File: src/rtl/dht11_pkg.sv
// Shared types and constants for the DHT11 transaction sequencer.
// States, error codes, frame length and the checksum helper.
package dht11_pkg;

    typedef enum logic [2:0] {
        IDLE,
        START_LOW,
        RELEASE,
        ACK_LOW,
        ACK_HIGH,
        BIT_LOW,
        BIT_HIGH,
        CHECK
    } state_e;

    localparam logic [1:0] ERR_NONE   = 2'd0;
    localparam logic [1:0] ERR_NORESP = 2'd1;
    localparam logic [1:0] ERR_BITTO  = 2'd2;
    localparam logic [1:0] ERR_CKSUM  = 2'd3;

    localparam int FRAME_BITS = 40;

    // Frame is {b0,b1,b2,b3,b4}, b0 in the top byte.
    function automatic logic [7:0] frame_sum(input logic [39:0] f);
        return f[39:32] + f[31:24] + f[23:16] + f[15:8];
    endfunction

endpackage

File: src/rtl/dht11_sequencer_us_tick_gen.sv
// Free-running divider: one-cycle tick every CLK_FREQ/1e6 clocks.
// Asynchronous active-high reset.
module us_tick_gen #(
    parameter int CLK_FREQ = 100_000_000
) (
    input  logic clk,
    input  logic reset,
    output logic tick_o
);

    localparam int DIV = CLK_FREQ / 1_000_000;
    localparam int W   = (DIV > 1) ? $clog2(DIV) : 1;
    localparam logic [W-1:0] LAST = W'(DIV - 1);

    logic [W-1:0] cnt_q, cnt_d;

    always_comb begin
        cnt_d = cnt_q + 1'b1;
        if (cnt_q == LAST) begin
            cnt_d = '0;
        end
    end

    always_ff @(posedge clk or posedge reset) begin
        if (reset) begin
            cnt_q <= '0;
        end else begin
            cnt_q <= cnt_d;
        end
    end

    assign tick_o = (cnt_q == LAST);

endmodule

File: src/rtl/dht11_sequencer.sv
// DHT11 single-wire transaction sequencer with checksum validation.
// Optional self-trigger: define DHT_AUTO_TRIG_EN.
module dht11_sequencer
    import dht11_pkg::*;
#(
    parameter int CLK_FREQ       = 100_000_000,
    parameter int START_LOW_US   = 18000,
    parameter int TIMEOUT_US     = 200,
    parameter int BIT_THRESH_US  = 40,
    parameter int AUTO_PERIOD_MS = 2000
) (
    input  logic       clk,
    input  logic       reset,
    input  logic       start,
    input  logic       dht_in,
    output logic       dht_drive_low,
    output logic [7:0] rh_data,
    output logic [7:0] t_data,
    output logic       valid,
    output logic       busy,
    output logic       error,
    output logic [1:0] err_code
);

    localparam int MAXUS = (START_LOW_US > TIMEOUT_US) ?
                           START_LOW_US : TIMEOUT_US;
    localparam int UW = $clog2(MAXUS + BIT_THRESH_US + 2);

    localparam logic [UW-1:0] START_CNT  = UW'(START_LOW_US);
    localparam logic [UW-1:0] TO_CNT     = UW'(TIMEOUT_US);
    localparam logic [UW-1:0] THRESH_CNT = UW'(BIT_THRESH_US);
    localparam logic [5:0]    LAST_BIT   = 6'(FRAME_BITS - 1);

    state_e      state_q, state_d;
    logic [1:0]  sync_q;
    logic        prev_q;
    logic [UW-1:0] us_q, us_d;
    logic [39:0] shift_q, shift_d;
    logic [5:0]  bits_q, bits_d;
    logic [7:0]  rh_q, rh_d;
    logic [7:0]  t_q, t_d;
    logic [1:0]  err_q, err_d;
    logic        valid_q, valid_d;
    logic        error_q, error_d;
    logic        tick;
    logic        rose;
    logic        fell;
    logic        timed_out;
    logic        trig;
    logic        auto_trig;

    us_tick_gen #(
        .CLK_FREQ(CLK_FREQ)
    ) u_tick (
        .clk   (clk),
        .reset (reset),
        .tick_o(tick)
    );

    assign rose      = sync_q[1] & ~prev_q;
    assign fell      = ~sync_q[1] & prev_q;
    assign timed_out = (us_q >= TO_CNT);
    assign trig      = start | auto_trig;

`ifdef DHT_AUTO_TRIG_EN
    localparam int MW = $clog2(AUTO_PERIOD_MS + 1);
    localparam logic [MW-1:0] PERIOD = MW'(AUTO_PERIOD_MS);

    logic [9:0]    sub_q, sub_d;
    logic [MW-1:0] ms_q, ms_d;

    // Period only runs while idle; an external start restarts it.
    always_comb begin
        sub_d = sub_q;
        ms_d  = ms_q;
        if (state_q != IDLE || start) begin
            sub_d = '0;
            ms_d  = '0;
        end else if (tick && ms_q != PERIOD) begin
            if (sub_q == 10'd999) begin
                sub_d = '0;
                ms_d  = ms_q + 1'b1;
            end else begin
                sub_d = sub_q + 1'b1;
            end
        end
    end

    always_ff @(posedge clk or posedge reset) begin
        if (reset) begin
            sub_q <= '0;
            ms_q  <= '0;
        end else begin
            sub_q <= sub_d;
            ms_q  <= ms_d;
        end
    end

    assign auto_trig = (state_q == IDLE) && (ms_q == PERIOD);
`else
    assign auto_trig = 1'b0;
`endif

    always_comb begin
        state_d = state_q;
        shift_d = shift_q;
        bits_d  = bits_q;
        rh_d    = rh_q;
        t_d     = t_q;
        err_d   = err_q;
        valid_d = 1'b0;
        error_d = 1'b0;
        unique case (state_q)
            IDLE: begin
                if (trig) begin
                    state_d = START_LOW;
                    shift_d = '0;
                    bits_d  = '0;
                end
            end
            START_LOW: begin
                if (us_q >= START_CNT) begin
                    state_d = RELEASE;
                end
            end
            RELEASE: begin
                if (fell) begin
                    state_d = ACK_LOW;
                end else if (timed_out) begin
                    state_d = IDLE;
                    error_d = 1'b1;
                    err_d   = ERR_NORESP;
                end
            end
            ACK_LOW: begin
                if (rose) begin
                    state_d = ACK_HIGH;
                end else if (timed_out) begin
                    state_d = IDLE;
                    error_d = 1'b1;
                    err_d   = ERR_NORESP;
                end
            end
            ACK_HIGH: begin
                if (fell) begin
                    state_d = BIT_LOW;
                end else if (timed_out) begin
                    state_d = IDLE;
                    error_d = 1'b1;
                    err_d   = ERR_NORESP;
                end
            end
            BIT_LOW: begin
                if (rose) begin
                    state_d = BIT_HIGH;
                end else if (timed_out) begin
                    state_d = IDLE;
                    error_d = 1'b1;
                    err_d   = ERR_BITTO;
                end
            end
            BIT_HIGH: begin
                if (fell) begin
                    shift_d = {shift_q[38:0], (us_q > THRESH_CNT)};
                    bits_d  = bits_q + 1'b1;
                    state_d = (bits_q == LAST_BIT) ? CHECK : BIT_LOW;
                end else if (timed_out) begin
                    state_d = IDLE;
                    error_d = 1'b1;
                    err_d   = ERR_BITTO;
                end
            end
            CHECK: begin
                state_d = IDLE;
                if (frame_sum(shift_q) == shift_q[7:0]) begin
                    rh_d    = shift_q[39:32];
                    t_d     = shift_q[23:16];
                    valid_d = 1'b1;
                    err_d   = ERR_NONE;
                end else begin
                    error_d = 1'b1;
                    err_d   = ERR_CKSUM;
                end
            end
            default: state_d = IDLE;
        endcase
    end

    // Microsecond counter restarts on every state change.
    always_comb begin
        us_d = us_q;
        if (state_d != state_q) begin
            us_d = '0;
        end else if (tick && state_q != IDLE) begin
            us_d = us_q + 1'b1;
        end
    end

    always_ff @(posedge clk or posedge reset) begin
        if (reset) begin
            state_q <= IDLE;
            sync_q  <= 2'b11;
            prev_q  <= 1'b1;
            us_q    <= '0;
            shift_q <= '0;
            bits_q  <= '0;
            rh_q    <= '0;
            t_q     <= '0;
            err_q   <= ERR_NONE;
            valid_q <= 1'b0;
            error_q <= 1'b0;
        end else begin
            state_q <= state_d;
            sync_q  <= {sync_q[0], dht_in};
            prev_q  <= sync_q[1];
            us_q    <= us_d;
            shift_q <= shift_d;
            bits_q  <= bits_d;
            rh_q    <= rh_d;
            t_q     <= t_d;
            err_q   <= err_d;
            valid_q <= valid_d;
            error_q <= error_d;
        end
    end

    assign dht_drive_low = (state_q == START_LOW);
    assign busy          = (state_q != IDLE);
    assign rh_data       = rh_q;
    assign t_data        = t_q;
    assign valid         = valid_q;
    assign error         = error_q;
    assign err_code      = err_q;

endmodule

File: config.mk
export PLATFORM = sky130hd
export DESIGN_NAME = dht11_sequencer
export DESIGN_NICKNAME = d
export VERILOG_FILES = /design/src/rtl/dht11_pkg.sv /design/src/rtl/dht11_sequencer_us_tick_gen.sv /design/src/rtl/dht11_sequencer.sv
export SDC_FILE = /design/constraint.sdc
export NUM_CORES = 1
export LEC_CHECK = 0
export ABC_AREA = 1
export BUFFER_PORTS_ARGS = -buffer_cell sky130_fd_sc_hd__clkbuf_2
export CAP_MARGIN = 20
export CORE_AREA = 2 2 99 101
export DETAILED_ROUTE_END_ITERATION = 8
export DIE_AREA = 0 0 101 103
export PLACE_DENSITY = 0.76
export SLEW_MARGIN = 10
export SYNTH_ARGS = -nofsm -noshare
export SYNTH_HDL_FRONTEND = slang
export SYNTH_SLANG_ARGS = --single-unit
export TNS_END_PERCENT = 1
File: constraint.sdc
create_clock -name clk -period 3.6 [get_ports clk]
set_input_delay 1.08 -clock clk [delete_from_list [all_inputs] [get_ports clk]]
set_output_delay 1.08 -clock clk [all_outputs]
set_load 0.005 [all_outputs]
==> reports/results.txt <==
largest net degree at the start of global routing -> 53
DIE AREA -> 10400 sq um
WL/cell -> 12.9 microns
slowest stage delay, CP -> 540 ps
total negative slack -> 0 ps
most frequent cell on the critical path -> fa_1
layout cells sized above 1 -> 17.0%
# port buffers -> 25
max cap viols -> 0
reg-to-reg startpoint -> shift_q[9]
initial DRC count -> 173
latest clock arrival within the worst-skew pair -> 370 ps
pins over their slew limit -> 0
Peak VDD IR -> 0.227 mV
Core Region -> 9460 sq um
slowest CP cell -> fa_1
ANT cells -> 0
CTS Buffer Depth -> 2
CTS sink cnt -> 94
HP Class -> register to register
Tcrit/Tclk final -> 94.4%
worst slew pin tran -> 880 ps
P_leak -> 2.82 nW
Clock transition at path regs -> 100 ps
CTS tree -> yes
CP cell instances -> fa_1 -> inv_1 -> fa_1 -> inv_1 -> ha_2 -> fa_1 -> xnor2_1 -> nand3_1 -> nor2_1 -> nand3_1 -> nor3_4 -> nand3_4 -> buf_12 -> nand2_1 -> o21ai_2
gr ovfl total -> 0
Vert. Die Dim -> 103 microns
Post-Syn Nets -> 615
final count of hold timing violations -> 0
#FFs+latches synth -> 94
fin cells -> 731
WHS Path Cells -> 0
Synth Flop Type -> dfrtp_1
RSZ-0062 raised after global routing -> true
initial antenna violation count -> 0
Async S/R FF share, synth -> 100%
Antenna Violating Nets Remaining -> 0
root buf cell -> clkbuf_8
status -> finished clean
total wire length -> 9.41 mm
met2 GRT Util -> 31.9%
Hold Startpoint -> sync_q[0]
most frequent cells in the layout -> nand2_1, inv_1, dfrtp_1
crit path DAT -> 3670 ps
Power Density -> 394 nW/um^2
Highest Clock Rate -> 0.294 GHz
met3 Use GR -> 3.25%
fill count -> 789
Worst R2R End -> rh_data[2]
H-Tree Depth -> 3
Worst Setup End Kind -> register
First-pass DRT Iterations -> 4
Site Rows -> 36
Final HPWL DP -> 6.62 mm
Data required, critical path -> 3870 ps
Top Usage Layer GRT -> met2
pre-CTS WS -> 170 ps
dpl cells -> 715
die width -> 101 microns
CTS Hold Buffers Added -> 0
synth warn -> 0
DR vias -> 3833
Remaining DRCs -> 0
Worst setup startpoint -> shift_q[9]
Slew HR -> 41.3%
cts repair resizes -> 0
M1 GR Usage -> 28.4%
RD Place Congestion -> 0.873
buffer count from post-CTS setup fixing -> 0
Initial Util -> 54.3%
via/cell ratio -> 5.24
Post-synth EDFFs -> 0
endpoints failing setup -> 0
first-pass GRT wire length -> 16.7 mm
reg2reg setup slack -> 200 ps
mapped cell area -> 5130 sq um
gr usage total -> 20.3%
Worst R2R Path Depth -> 15
Final Skew -> 17.5 ps
startpoint types -> register
setup ws final -> 201 ps
vias in the first global route -> 3695
cell count after synthesis -> 586
crit-path max FO -> 34
Hold EP -> sync_q[1]
Cell variety after synth -> 37
Layout Area Growth over Synthesis -> 7.97%
Util after Layout -> 58.6%
commonest non-fill, non-tap cell in the layout -> nand2_1
Top Ports -> 26
Tmin final -> 3400 ps
CTS buffer count -> 9
CP Class -> register to register
nets@finish -> 641
sequential fraction of the synthesis area -> 45.9%
Avg Inst Size Synth -> 8.76 sq um
[per-layer routing]
metal  share of wire [%]  vias to the layer above  routed length [microns]
met3                 2.6                       16                      248
met1                  49                     1851                     4590
met5                   0                        -                        0
met4                 2.2                        0                      204
li1                    -                     1907                        -
met2                  46                       59                     4370
[worst max-delay path by stage]
| stage | to | cells after the start |
|---|---|---|
| floorplan | bits_q[0] | 1 |
| global placement | rh_data[6] | 15 |
| detailed placement | t_data[0] | 15 |
| CTS | t_data[7] | 15 |
| global route | t_data[7] | 15 |
| finish | rh_data[2] | 15 |
[logic make-up (layout without fill, tap and decap cells)]
family | count (synthesis) | in the layout | synth area share (%)
compound gates | 81 | 81 | 10.7
xor+xnor | 16 | 16 | 2.73
buf+inv | 123 | 154 | 10.1
simple gates | 247 | 247 | 22.4
fa+ha+maj | 25 | 25 | 8.14
flops | 94 | 94 | 45.9
[through the flow]
stage / instance area (sq um) / total power, W / hold WS (ps)
finish: 5540 / 0.00218 / 362
global placement: 5350 / 0.00150 / 351
global route: 5540 / 0.00231 / 368
detailed placement: 5350 / 0.00152 / 352
floorplan: 5130 / 0.00143 / 345
CTS: 5540 / 0.00219 / 362
[synthesized netlist by cell type (3+ instances only)]
library cell / n / area share, %
nand2_1: 137 / 10
inv_1: 100 / 7.3
dfrtp_1: 91 / 44
o22ai_1: 40 / 4.9
nor2_1: 35 / 2.6
nand3_1: 34 / 3.3
o21ai_2: 16 / 2.7
a21oi_1: 14 / 1.4
fa_1: 14 / 5.5
xor2_1: 14 / 2.4
ha_1: 11 / 2.7
nor2_4: 11 / 2.4
inv_2: 8 / 0.58
nand4_1: 8 / 0.97
nor2_2: 8 / 0.97
nor3_1: 6 / 0.58
buf_2: 4 / 0.39
buf_6: 4 / 0.88
clkbuf_1: 4 / 0.29
dfstp_2: 3 / 1.5
nand2_2: 3 / 0.37
o21ai_0: 3 / 0.29
[area by class of cell]
cell class	count	area, sq um	share of cell area [%]
Clock inverter	6	50.0	0.903
Tap cell	114	143	2.57
Timing Repair Buffer	29	180	3.25
Inverter	109	410	7.40
Clock buffer	10	138	2.48
Sequential cell	94	2360	42.5
Multi-Input combinational cell	369	2270	40.9
[worst max-delay path: cells and delay by family, from the launching register on]
kind	cells	cell delay (ps)
buffers and inverters	3	270
adder cells (fa/ha/maj)	4	1680
AND/OR/NAND/NOR	6	700
XOR/XNOR	1	170
flip-flops	1	410
AO/OA/AOI/OAI	1	50
[state kept, by name, indices dropped and copies added, names as in the netlist, 3 cells and up]
register	cells
shift_q	40
us_q	15
rh_data	8
t_data	8
u_tick.cnt_q	7
bits_q	6
state_q	3
[report_power, final]
| group | leakage, nW | internal (W) | switching [W] |
|---|---|---|---|
| clock | 0.0956 | 0.000281 | 0.000404 |
| combinational | 1.48 | 0.000138 | 0.000238 |
| sequential | 1.25 | 0.00110 | 0.0000260 |
| total | 2.82 | 0.00151 | 0.000668 |
(Power assumes the default switching activity.)
